$ cat config.mk
export PLATFORM = sky130hd
export DESIGN_NAME = codif_scheduler_flat
export DESIGN_NICKNAME = d
export VERILOG_FILES = /design/src/rtl/codif_scheduler_if.sv /design/src/rtl/codif_scheduler.sv /design/src/flat_wrapper.sv
export SDC_FILE = /design/constraint.sdc
export NUM_CORES = 1
export LEC_CHECK = 0
export ABC_CLOCK_PERIOD_IN_PS = 5000
export CAP_MARGIN = 20
export CELL_PAD_IN_SITES_DETAIL_PLACEMENT = 1
export CELL_PAD_IN_SITES_GLOBAL_PLACEMENT = 2
export CORE_ASPECT_RATIO = 1.75
export CORE_MARGIN = 2
export CORE_UTILIZATION = 29
export CTS_BUF_LIST = sky130_fd_sc_hd__clkbuf_16
export DETAILED_ROUTE_END_ITERATION = 7
export PLACE_DENSITY_LB_ADDON = 0.1
export SYNTH_ARGS = -nofsm -noshare
export SYNTH_HDL_FRONTEND = slang
export SYNTH_SLANG_ARGS = --single-unit
$ cat constraint.sdc
create_clock -name clk -period 5 [get_ports clk]
set_clock_uncertainty 0.15 [all_clocks]
set_input_delay 0.5 -clock clk [delete_from_list [all_inputs] [get_ports clk]]
set_output_delay 0.5 -clock clk [all_outputs]
set_load 0.01 [all_outputs]
$ cat src/rtl/codif_scheduler_if.sv
// Bundle between the encoder-sharing scheduler, its requesters, the encoder and the result consumer.
// Latency: none, wires only.
// Backpressure: carries req_valid/req_grant and res_valid/res_ack; flow control lives in the scheduler.
// Ports: req_valid/req_data/req_grant (requesters), enc_* (encoder), res_* (consumer), busy (status).
interface codif_scheduler_if #(
    parameter int N   = 4,
    parameter int IDW = 2
);
    logic [N-1:0]   req_valid;
    logic [4*N-1:0] req_data;
    logic [N-1:0]   req_grant;
    logic           enc_a;
    logic           enc_b;
    logic           enc_c;
    logic           enc_d;
    logic           enc_ready;
    logic           enc_reset;
    logic [3:0]     enc_s;
    logic           res_valid;
    logic [3:0]     res_data;
    logic [IDW-1:0] res_id;
    logic           res_ack;
    logic           busy;

    // Scheduler side
    modport master (
        input  req_valid, req_data, enc_s, res_ack,
        output req_grant, enc_a, enc_b, enc_c, enc_d, enc_ready, enc_reset,
               res_valid, res_data, res_id, busy
    );

    // Requesters, encoder and consumer side
    modport slave (
        output req_valid, req_data, enc_s, res_ack,
        input  req_grant, enc_a, enc_b, enc_c, enc_d, enc_ready, enc_reset,
               res_valid, res_data, res_id, busy
    );
endinterface

$ cat src/rtl/codif_scheduler.sv
// Round-robin arbiter + sequencer sharing one encoder among N requesters (clear pulse, load, capture).
// Latency: grant cycle 0, enc_reset cycle 1, enc_ready cycles 2..1+SETTLE, res_valid from cycle 2+SETTLE.
// Backpressure: res_valid holds until res_ack; no new grant is issued until the result is accepted.
// Ports: clk, reset (sync, active-low), bus (codif_scheduler_if.master).
module codif_scheduler #(
    parameter int N      = 4,
    parameter int IDW    = 2,
    parameter int SETTLE = 1
) (
    input  logic               clk,
    input  logic               reset,
    codif_scheduler_if.master  bus
);

    typedef enum logic [1:0] {IDLE, CLEAR, LOAD, RESULT} state_t;

    // The LOAD counter also covers the cycle that turns enc_reset off, so it counts 0..SETTLE.
    localparam int CW = (SETTLE > 1) ? $clog2(SETTLE + 1) : 1;
    localparam logic [CW-1:0] LAST = CW'(SETTLE);

    state_t         state;
    logic [IDW-1:0] ptr;
    logic [IDW-1:0] lat_id;
    logic [3:0]     lat_data;
    logic [CW-1:0]  cnt;

    logic           found;
    logic [IDW-1:0] sel;
    logic [N-1:0]   sel_onehot;
    logic [3:0]     sel_data;

    // Round-robin pick: first pass covers ptr..N-1, second pass wraps to 0..ptr-1.
    always_comb begin
        found      = 1'b0;
        sel        = '0;
        sel_onehot = '0;
        sel_data   = '0;
        for (int i = 0; i < N; i++) begin
            if (!found && bus.req_valid[i] && (IDW'(i) >= ptr)) begin
                found         = 1'b1;
                sel           = IDW'(i);
                sel_onehot[i] = 1'b1;
                sel_data      = bus.req_data[4*i +: 4];
            end
        end
        for (int i = 0; i < N; i++) begin
            if (!found && bus.req_valid[i] && (IDW'(i) < ptr)) begin
                found         = 1'b1;
                sel           = IDW'(i);
                sel_onehot[i] = 1'b1;
                sel_data      = bus.req_data[4*i +: 4];
            end
        end
    end

    // Outputs are registered with the values belonging to the cycle after each edge,
    // so the encoder sees its clear pulse one cycle after the grant pulse.
    always_ff @(posedge clk) begin
        if (!reset) begin
            state         <= IDLE;
            ptr           <= '0;
            lat_id        <= '0;
            lat_data      <= '0;
            cnt           <= '0;
            bus.req_grant <= '0;
            bus.enc_a     <= 1'b0;
            bus.enc_b     <= 1'b0;
            bus.enc_c     <= 1'b0;
            bus.enc_d     <= 1'b0;
            bus.enc_ready <= 1'b0;
            bus.enc_reset <= 1'b1;
            bus.res_valid <= 1'b0;
            bus.res_data  <= '0;
            bus.res_id    <= '0;
            bus.busy      <= 1'b0;
        end else begin
            case (state)
                IDLE: begin
                    bus.enc_reset <= 1'b0;
                    bus.enc_ready <= 1'b0;
                    bus.req_grant <= '0;
                    if (found) begin
                        bus.req_grant <= sel_onehot;
                        lat_data      <= sel_data;
                        lat_id        <= sel;
                        bus.busy      <= 1'b1;
                        state         <= CLEAR;
                    end
                end
                CLEAR: begin
                    bus.req_grant <= '0;
                    bus.enc_reset <= 1'b1;
                    bus.enc_ready <= 1'b0;
                    {bus.enc_a, bus.enc_b, bus.enc_c, bus.enc_d} <= lat_data;
                    cnt           <= '0;
                    state         <= LOAD;
                end
                LOAD: begin
                    bus.enc_reset <= 1'b0;
                    bus.enc_ready <= 1'b1;
                    // enc_s is only looked at on the edge that ends the last ready-high cycle.
                    if (cnt == LAST) begin
                        bus.res_data  <= bus.enc_s;
                        bus.res_id    <= lat_id;
                        bus.res_valid <= 1'b1;
                        state         <= RESULT;
                    end else begin
                        cnt <= cnt + 1'b1;
                    end
                end
                RESULT: begin
                    if (bus.res_ack) begin
                        bus.res_valid <= 1'b0;
                        bus.enc_ready <= 1'b0;
                        bus.busy      <= 1'b0;
                        ptr           <= (lat_id == IDW'(N - 1)) ? '0 : lat_id + 1'b1;
                        state         <= IDLE;
                    end
                end
                default: state <= IDLE;
            endcase
        end
    end

endmodule

$ cat src/flat_wrapper.sv
// flat-port wrapper written by rule: the top's interface ports become plain ports
module codif_scheduler_flat 
#(
    parameter int N      = 4,
    parameter int IDW    = 2,
    parameter int SETTLE = 1
)
  (clk, reset, bus_req_valid, bus_req_data, bus_enc_s, bus_res_ack, bus_req_grant, bus_enc_a, bus_enc_b, bus_enc_c, bus_enc_d, bus_enc_ready, bus_enc_reset, bus_res_valid, bus_res_data, bus_res_id, bus_busy);
  codif_scheduler_if #(.N(N), .IDW(IDW)) bus_i ();
  input  logic clk;
  input  logic reset;
  input wire logic [$bits(bus_i.req_valid)-1:0] bus_req_valid;
  input wire logic [$bits(bus_i.req_data)-1:0] bus_req_data;
  input wire logic [$bits(bus_i.enc_s)-1:0] bus_enc_s;
  input wire logic [$bits(bus_i.res_ack)-1:0] bus_res_ack;
  output wire logic [$bits(bus_i.req_grant)-1:0] bus_req_grant;
  output wire logic [$bits(bus_i.enc_a)-1:0] bus_enc_a;
  output wire logic [$bits(bus_i.enc_b)-1:0] bus_enc_b;
  output wire logic [$bits(bus_i.enc_c)-1:0] bus_enc_c;
  output wire logic [$bits(bus_i.enc_d)-1:0] bus_enc_d;
  output wire logic [$bits(bus_i.enc_ready)-1:0] bus_enc_ready;
  output wire logic [$bits(bus_i.enc_reset)-1:0] bus_enc_reset;
  output wire logic [$bits(bus_i.res_valid)-1:0] bus_res_valid;
  output wire logic [$bits(bus_i.res_data)-1:0] bus_res_data;
  output wire logic [$bits(bus_i.res_id)-1:0] bus_res_id;
  output wire logic [$bits(bus_i.busy)-1:0] bus_busy;
  assign bus_i.req_valid = bus_req_valid;
  assign bus_i.req_data = bus_req_data;
  assign bus_i.enc_s = bus_enc_s;
  assign bus_i.res_ack = bus_res_ack;
  assign bus_req_grant = bus_i.req_grant;
  assign bus_enc_a = bus_i.enc_a;
  assign bus_enc_b = bus_i.enc_b;
  assign bus_enc_c = bus_i.enc_c;
  assign bus_enc_d = bus_i.enc_d;
  assign bus_enc_ready = bus_i.enc_ready;
  assign bus_enc_reset = bus_i.enc_reset;
  assign bus_res_valid = bus_i.res_valid;
  assign bus_res_data = bus_i.res_data;
  assign bus_res_id = bus_i.res_id;
  assign bus_busy = bus_i.busy;
  codif_scheduler #(.N(N), .IDW(IDW), .SETTLE(SETTLE)) u_core (.clk(clk), .reset(reset), .bus(bus_i));
endmodule
-- Word-level counts from Yosys, hierarchy flattened
Index checks and enable logic that the tools add are counted.
- bits in registers: 29
- input port bits: 27
- output and inout port bits: 18
- logic and storage cells: 115
- add/subtract/negate cells: 2
- magnitude comparators: 8
- equality and inequality tests: 7
- mux-type cells: 46
- reductions and logical operators: 36
- operators by type and width (kind ; count):
    4-bit two-way mux ; 9
    1-bit two-way mux ; 20
    2-bit two-way mux ; 10
    1-bit logical AND ; 15
    2-bit nonzero test ; 5
    3-bit AND reduction ; 3
    1-bit case mux with 2 select lines ; 4
    2-bit case mux with 4 select lines ; 1
    4-bit case mux with 2 select lines ; 1
    1-bit logical NOT ; 7
    2-bit == test, second input constant ; 3
    2-bit AND reduction ; 3
    1-bit by 2-bit greater-or-equal comparator with 1-bit output, first input constant ; 2
    2-bit greater-or-equal comparator, first input constant ; 2
    1-bit by 2-bit < comparator with 1-bit output, first input constant ; 2
    2-bit < comparator, first input constant ; 2
    2-bit by 1-bit inequality test with 1-bit output, second input constant ; 2
    2-bit OR reduction ; 2
    1-bit case mux with 3 select lines ; 1
    2-bit by 1-bit adder with 2-bit output, second input constant ; 1
    2-bit by 1-bit == test with 1-bit output, second input constant ; 1
    2-bit logical NOT ; 1
    2-bit inequality test, second input constant ; 1
    1-bit adder, second input constant ; 1

-- Longest topological paths before layout
Gate-level depths: netlist (run 1).
- word-level depth: 33
- mapped depth: 7
- gate-level depth less buffers: 6

-- Worst setup path after synthesis (run 1)
No wires, ideal clock.
- path kind: input-to-reg
- start: in bus_req_valid[1]
- end: reg u_core.lat_data[0]
- library setup time: 0.124 ns
- data arrival time: 1.386 ns
- data required time: 4.726 ns
- path slack: 3.339 ns
- stages: 6
- path buffers: 1
- cells stage by stage: buf_4 > nor2_2 > a22o_1 > and3_4 > a221oi_1 > a21oi_1
- longest elaborated chain between the ends: 28
- elaborated cells between the ends (all ways): 35
- classes of those cells: mux (14); reduce/logical (21)
- ends and longest elaborated chain (element ; line ; RTL):
    from (decl) ; flat_wrapper.sv:12 ; input wire logic [$bits(bus_i.req_valid)-1:0] bus_req_valid;
    1-bit logical AND (2 in a row) ; codif_scheduler.sv:39 ; if (!found && bus.req_valid[i] && (IDW'(i) >= ptr)) begin
    1-bit two-way mux ; codif_scheduler.sv:39 ;
    1-bit logical NOT ; codif_scheduler.sv:39 ;
    1-bit logical AND (2 in a row) ; codif_scheduler.sv:39 ;
    1-bit two-way mux ; codif_scheduler.sv:39 ;
    1-bit logical NOT ; codif_scheduler.sv:39 ;
    1-bit logical AND (2 in a row) ; codif_scheduler.sv:39 ;
    1-bit two-way mux ; codif_scheduler.sv:39 ;
    [7 not listed] ; - ;
    1-bit two-way mux ; codif_scheduler.sv:47 ; if (!found && bus.req_valid[i] && (IDW'(i) < ptr)) begin
    1-bit logical NOT ; codif_scheduler.sv:47 ;
    1-bit logical AND (2 in a row) ; codif_scheduler.sv:47 ;
    1-bit two-way mux ; codif_scheduler.sv:47 ;
    1-bit logical NOT ; codif_scheduler.sv:47 ;
    1-bit logical AND (2 in a row) ; codif_scheduler.sv:47 ;
    1-bit two-way mux ; codif_scheduler.sv:47 ;
    2-bit AND reduction (no line) ; - ;
    to (signal assigned) ; codif_scheduler.sv:84 ; lat_data <= sel_data;
    to (decl) ; codif_scheduler.sv:24 ; logic [3:0] lat_data;
Several ways; a longest one is shown, not always the timed one.
A chain may end at the register's enable or synchronous reset.

-- Worst setup path after layout (run 1)
Same ends and word-level chain as after synthesis.

==> flow_metrics.py, run 1 <==
metrics = {
    "outcome": {
        "status": "finished, final reports clean",
    },
    "cells_and_area": {
        "seq_area_sq_um": 580.6,
        "diodes": 0,
        "multi_input_area_sq_um": 922.1,
        "final_area_sq_um": 2213,
        "instances_no_fill": 302,
        "nFillCells": 630,
        "nets": 260,
        "area_growth_pct": 37.67,
        "drive_above_1_share_pct": 5.263,
    },
    "route": {
        "drc": 0,
        "dr_total_vias": 1525,
        "wl_per_cell_um": 16.13,
        "drtIter0Drc": 48,
        "ant_nets": 0,
        "first_pass_iters": 4,
        "avgViaCountPerCell": 5.050,
        "wl_um": 4870,
    },
    "synth": {
        "avgSynthCellArea_sq_um": 8.552,
        "synthesis.nets": 220,
        "yosysSeqAreaShare_pct": 36.11,
        "ys_seq_elements": 29,
        "yosysWarnings": 0,
        "synthCells": 188,
        "netlist_area_sq_um": 1608,
        "ys_types": 41,
    },
    "clocking": {
        "cts_buffer_depth": 2,
        "cts_hold_buf": 0,
        "clock_sinks": 29,
        "ctsResizeCount": 0,
        "clock_latency_ns": 0.27,
        "numCtsBuffers": 5,
        "postCtsSetupBuffers": 0,
        "root_buffer": "clkbuf_16",
        "cts_tree": "built",
        "h-tree-depth": 2,
        "path_clk_slew_ns": 0.05,
    },
    "placement": {
        "place_congestion": 0.9049,
        "port_buffers": 44,
        "placed_area_sq_um": 2081,
        "dp.cells": 295,
        "hpwlAfterDp_um": 3808,
    },
    "setup_path": {
        "ff2ff_setup_slack_ns": 2.80,
        "critPathMaxFanout": 14,
        "critical-path-top-delay-family": "simple AND/OR/NAND/NOR gates",
        "regToRegStartpoint": "u_core.state[0]",
        "cp.required_ns": 5.00,
        "cp_slowest_cell": "clkdlybuf4s50_1",
        "critical_path_class": "in2reg",
        "cp-start-kind": "input pin",
        "r2r_end": "u_core.lat_data[0]",
        "path_buf_inv": 1,
        "worstSetupEndpointType": "flip-flop",
        "crit_chain": "clkdlybuf4s50_1 > nor4_2 > nor2b_2 > nand2_1 > a221oi_1 > a21oi_1",
        "crit_arrival_ns": 2.39,
        "cpPeakStageDelay_ns": 0.73,
        "ff2ff_path_depth": 6,
    },
    "power": {
        "power.switching_uw": 317.2,
        "power.internal_uw": 628.6,
        "power_frac_comb_pct": 37.1,
        "power_density_nw_per_um2": 427.3,
        "seqPwrFrac_pct": 34.2,
        "switching_share_pct": 33.53,
        "finalPower_uw": 945.8,
        "power_frac_clock_pct": 28.7,
        "leakagePower_nw": 0.8282,
        "ir_drop_mv": 0.2690,
    },
    "sta": {
        "fin_setup_tns_ns": 0,
        "relSlewSlack_pct": 47.03,
        "rsz0062_at_grt": "false",
        "hold_violations": 0,
        "finalSetupViolations": 0,
        "holdWs_ns": 0.3173,
        "post-route-period-util_pct": 47.89,
        "worstMarginPinSlew_ns": 0.7921,
        "fmax_mhz": 417.6,
        "drv_slew": 0,
        "post-route-min-period_ns": 2.394,
    },
    "worst_hold_path": {
        "worstHoldStart": "u_core.bus.res_data[3]",
        "hold_end": "u_core.bus.res_data[3]",
        "hold_class": "reg2reg",
        "holdPathStages": 2,
    },
    "grt": {
        "grt_pass1_vias": 1683,
        "grt_first_pass_wirelength_um": 8004,
        "grt_max_degree": 27,
        "overflow": 0,
        "grt_usage_pct": 17.14,
        "antenna_found_initial": 0,
    },
    "floorplanning": {
        "io-pin-count": 45,
        "rows": 35,
        "die_area_sq_um": 6179,
        "core_area_sq_um": 5299,
        "dieWidth_um": 60.29,
        "die_y_um": 102.5,
        "start_util_pct": 30.34,
    },
    "job": {
        "maxCapViolCount": 0,
    },
}
-- area by class of cell --
type | count | share of cell area [%]
Multi-Input combinational cell | 136 | 41.66
Sequential cell | 29 | 26.23
Timing Repair Buffer | 44 | 19.90
Clock buffer | 5 | 5.653
Tap cell | 74 | 4.183
Inverter | 12 | 2.035
Clock inverter | 2 | 0.3392
-- power groups by stage --
stage / Sequential [mW] / Clock (mW) / Combinational (mW)
finish: 0.323 / 0.272 / 0.351
global route: 0.330 / 0.293 / 0.396
CTS: 0.325 / 0.281 / 0.358
detailed placement: 0.328 / 0 / 0.356
global placement: 0.325 / 0 / 0.348
floorplan: 0.323 / 0 / 0.240
-- cell families (layout without fill, tap and decap cells) --
group,after synthesis,in the layout,synth area share (%)
flip-flops,29,29,36.11
buffers and inverters,23,63,6.536
adder cells (fa/ha/maj),5,5,3.891
AO/OA/AOI/OAI,58,58,24.51
multiplexers,12,12,7.549
AND/OR/NAND/NOR,61,61,21.40
-- routing by layer --
metal	global-route usage [%]	part of all wire (%)	up-vias
met5	0	0	-
met4	5.983	1.2	0
met3	3.764	3.5	6
met2	32.61	58	33
met1	17.61	38	733
li1	-	-	753
-- worst register-to-register path: cells and delay by family, from the launching register on --
| family | cells | cell delay [ns] |
|---|---|---|
| compound gates | 2 | 0.36 |
| fa+ha+maj | 1 | 0.39 |
| buf+inv | 1 | 0.10 |
| flops | 1 | 0.34 |
| simple gates | 2 | 0.74 |
-- Yosys cell counts (all sizes together) --
| library cell | number | share of area (%) |
|---|---|---|
| nor2 | 9 | 2.3 |
| a21o | 4 | 1.9 |
| and2 | 2 | 0.78 |
| o221ai | 1 | 0.93 |
| o31ai | 1 | 0.47 |
| nand4 | 2 | 0.78 |
| a22oi | 1 | 0.47 |
| nor4 | 1 | 0.78 |
| o211ai | 1 | 0.47 |
| nor2b | 13 | 5.2 |
| o32ai | 4 | 2.2 |
| o311ai | 1 | 0.54 |
| a221oi | 5 | 2.7 |
| and3b | 4 | 2.2 |
| a21oi | 11 | 3.4 |
| ha | 5 | 3.9 |
| a22o | 1 | 0.54 |
| a21boi | 7 | 3.3 |
| mux2i | 11 | 6.8 |
| clkbuf | 5 | 1.2 |
| nand3 | 8 | 2.5 |
| o21ai | 10 | 3.1 |
| o22ai | 4 | 1.6 |
| buf | 6 | 2.6 |
| inv | 12 | 2.8 |
| and3 | 2 | 1.1 |
| nand2b | 4 | 1.7 |
| o2bb2ai | 1 | 0.54 |
| a31oi | 5 | 1.9 |
| nand2 | 14 | 3.3 |
| a211oi | 1 | 0.47 |
| nor3 | 1 | 0.31 |
| and4 | 1 | 0.54 |
| mux2 | 1 | 0.70 |
| dfxtp | 29 | 36 |
-- worst max-delay path by stage --
stage	cells after the start	slack [ns]	endpoint	from
6_report	6	2.61	u_core.lat_data[0]	bus_req_valid[1]
3_3_place_gp	6	2.41	u_core.lat_data[0]	bus_req_valid[1]
5_1_grt	6	2.39	u_core.lat_data[0]	bus_req_valid[1]
2_1_floorplan	6	3.34	u_core.lat_data[0]	bus_req_valid[1]
3_5_place_dp	6	2.30	u_core.lat_data[0]	bus_req_valid[1]
4_1_cts	6	2.57	u_core.lat_data[0]	bus_req_valid[1]
-- flip-flops by register name, indices dropped and copies added, names as in the netlist, 2 cells and up --
| signal | cells |
|---|---|
| u_core.bus.req_grant | 4 |
| u_core.ptr | 2 |
| u_core.bus.res_data | 4 |
| u_core.lat_id | 2 |
| u_core.bus.res_id | 2 |
| u_core.state | 2 |
| u_core.lat_data | 4 |
-- stage by stage --
step,utilization (%),worst slack (ns)
floorplan,-,3.339
global placement,39.27,2.406
detailed placement,39.27,2.304
CTS,41.77,2.569
global route,41.77,2.391
finish,41.77,2.606
-- cells in the final DEF (no fill, tap or decap), drive strengths merged, types with 5 or more instances in the layout --
cell,n
a21boi,7
a21oi,11
a221oi,5
a31oi,5
clkbuf,5
clkdlybuf4s50,44
dfxtp,29
ha,5
inv,13
mux2i,11
nand2,14
nand3,8
nor2,9
nor2b,13
o21ai,10
No activity file was read; power rests on OpenSTA's default activity.
==> run 2: changes to the inputs <==
--- a/config.mk
+++ b/config.mk
@@ -5,13 +5,13 @@
 export SDC_FILE = /design/constraint.sdc
 export NUM_CORES = 1
 export LEC_CHECK = 0
-export ABC_CLOCK_PERIOD_IN_PS = 5000
+export ABC_CLOCK_PERIOD_IN_PS = 2400
 export CAP_MARGIN = 20
 export CELL_PAD_IN_SITES_DETAIL_PLACEMENT = 1
 export CELL_PAD_IN_SITES_GLOBAL_PLACEMENT = 2
 export CORE_ASPECT_RATIO = 1.75
 export CORE_MARGIN = 2
-export CORE_UTILIZATION = 29
+export CORE_UTILIZATION = 27
 export CTS_BUF_LIST = sky130_fd_sc_hd__clkbuf_16
 export DETAILED_ROUTE_END_ITERATION = 7
 export PLACE_DENSITY_LB_ADDON = 0.1
==> constraint.sdc (replaced) <==
create_clock -name clk -period 2.4 [get_ports clk]
set_clock_uncertainty 0.15 [all_clocks]
set_input_delay 0.24 -clock clk [delete_from_list [all_inputs] [get_ports clk]]
set_output_delay 0.24 -clock clk [all_outputs]
set_load 0.01 [all_outputs]
==> flow_metrics.py, run 2 (synthesis results as in run 1) <==
metrics = {
    "sta": {
        "fin_setup_tns_ns": 0,
        "post-route-period-util_pct": 83.83,
        "drv_slew": 0,
        "hold_violations": 0,
        "post-route-min-period_ns": 2.012,
        "holdWs_ns": 0.3181,
        "relSlewSlack_pct": 68.97,
        "finalSetupViolations": 0,
        "worstMarginPinSlew_ns": 0.4616,
        "fmax_mhz": 497.1,
        "rsz0062_at_grt": "false",
    },
    "grt": {
        "grt_first_pass_wirelength_um": 8818,
        "antenna_found_initial": 0,
        "overflow": 0,
        "grt_pass1_vias": 1782,
        "grt_usage_pct": 16.88,
        "grt_max_degree": 15,
    },
    "placement": {
        "place_congestion": 0.7643,
        "placed_area_sq_um": 2161,
        "hpwlAfterDp_um": 4223,
        "port_buffers": 44,
    },
    "route": {
        "ant_nets": 0,
        "drtIter0Drc": 74,
        "first_pass_iters": 5,
        "wl_um": 5243,
        "avgViaCountPerCell": 5.114,
        "drc": 0,
        "wl_per_cell_um": 16.54,
        "dr_total_vias": 1621,
    },
    "floorplanning": {
        "start_util_pct": 27.56,
        "die_area_sq_um": 6612,
        "die_y_um": 106.1,
        "rows": 37,
        "dieWidth_um": 62.33,
        "io-pin-count": 45,
        "core_area_sq_um": 5833,
    },
    "clocking": {
        "clock_sinks": 29,
        "clock_latency_ns": 0.27,
        "numCtsBuffers": 5,
        "root_buffer": "clkbuf_16",
        "cts_tree": "built",
        "ctsResizeCount": 0,
        "h-tree-depth": 2,
        "cts_buffer_depth": 2,
        "path_clk_slew_ns": 0.05,
        "cts_hold_buf": 0,
        "postCtsSetupBuffers": 0,
    },
    "worst_hold_path": {
        "hold_class": "reg2reg",
    },
    "setup_path": {
        "critical_path_class": "in2reg",
        "crit_arrival_ns": 2.01,
        "cp.required_ns": 2.40,
        "critPathMaxFanout": 11,
        "cp-start-kind": "input pin",
        "worstSetupEndpointType": "flip-flop",
    },
    "cells_and_area": {
        "drive_above_1_share_pct": 9.623,
        "nFillCells": 714,
        "diodes": 0,
        "final_core_util_pct": 39.40,
        "layout_common_cells": "clkdlybuf4s50_1 (44), dfxtp_1 (29), nand2_1 (14)",
        "final_common_cell": "clkdlybuf4s50_1",
        "nets": 270,
        "final_area_sq_um": 2298,
        "area_growth_pct": 42.96,
        "top_regs": "u_core.bus.req_grant (4), u_core.bus.res_data (4), u_core.lat_data (4)",
    },
    "power": {
        "power_density_nw_per_um2": 891.6,
        "ir_drop_mv": 0.3490,
        "leakagePower_nw": 0.8770,
        "finalPower_mw": 2.049,
    },
    "outcome": {
        "status": "finished, final reports clean",
    },
    "job": {
        "maxCapViolCount": 0,
    },
}
==> run 2: changes by cell type in the layout (fill, tap and decap cells not counted), sizes merged <==
cell    before  now
buf          0   10
inv         13   12
clkinv       1    3
==> run 2: final timing paths <==
check | from | cells after the start | slack (ns) | endpoint
worst max-delay path | bus_req_valid[0] | 6 | 0.39 | u_core.lat_data[2]
worst min-delay path | u_core.bus.res_data[3] | 2 | 0.32 | u_core.bus.res_data[3]
worst max register to register | u_core.ptr[0] | 6 | 0.47 | u_core.lat_data[0]
worst min register to register | u_core.bus.res_data[3] | 2 | 0.32 | u_core.bus.res_data[3]
==> run 2: metrics by stage <==
stage / std cells / setup WS (ns)
final: 317 / 0.3882
after global routing: 317 / 0.2212
after CTS: 317 / 0.4180
after detailed placement: 309 / 0.1464
after global placement: 309 / 0.2269
after floorplan: 188 / 0.7772
==> run 2: worst max-delay path, stage by stage <==
cell,delay [ns]
clkdlybuf4s50_1,0.70
nor4_2,0.12
nor2b_2,0.31
nand2_1,0.19
a221oi_1,0.33
a21oi_1,0.11
==> run 2: per-layer routing <==
| metal | global-route usage (%) | vias to the layer above | part of all wire (%) | routed length (um) |
|---|---|---|---|---|
| met5 | 0 | - | 0 | 0 |
| li1 | - | 776 | - | - |
| met2 | 32.22 | 51 | 56 | 2922 |
| met3 | 3.810 | 23 | 4.7 | 246 |
| met1 | 16.33 | 771 | 35 | 1844 |
| met4 | 9.683 | 0 | 4.4 | 230 |
==> run 2: layout make-up <==
type | count | area [sq um] | share of cell area (%)
inverter | 12 | 45.04 | 1.960
tap | 78 | 97.59 | 4.246
clock inverter | 3 | 12.51 | 0.5444
clock buffer | 5 | 125.1 | 5.444
timing repair buffer | 54 | 515.5 | 22.43
multi-input combinational | 136 | 922.1 | 40.12
sequential | 29 | 580.6 | 25.26
==> run 2: where the power goes <==
| group | internal (mW) | total (mW) | switching [mW] |
|---|---|---|---|
| logic | 0.392 | 0.806 | 0.414 |
| clock network | 0.373 | 0.579 | 0.206 |
| registers | 0.590 | 0.664 | 0.0747 |
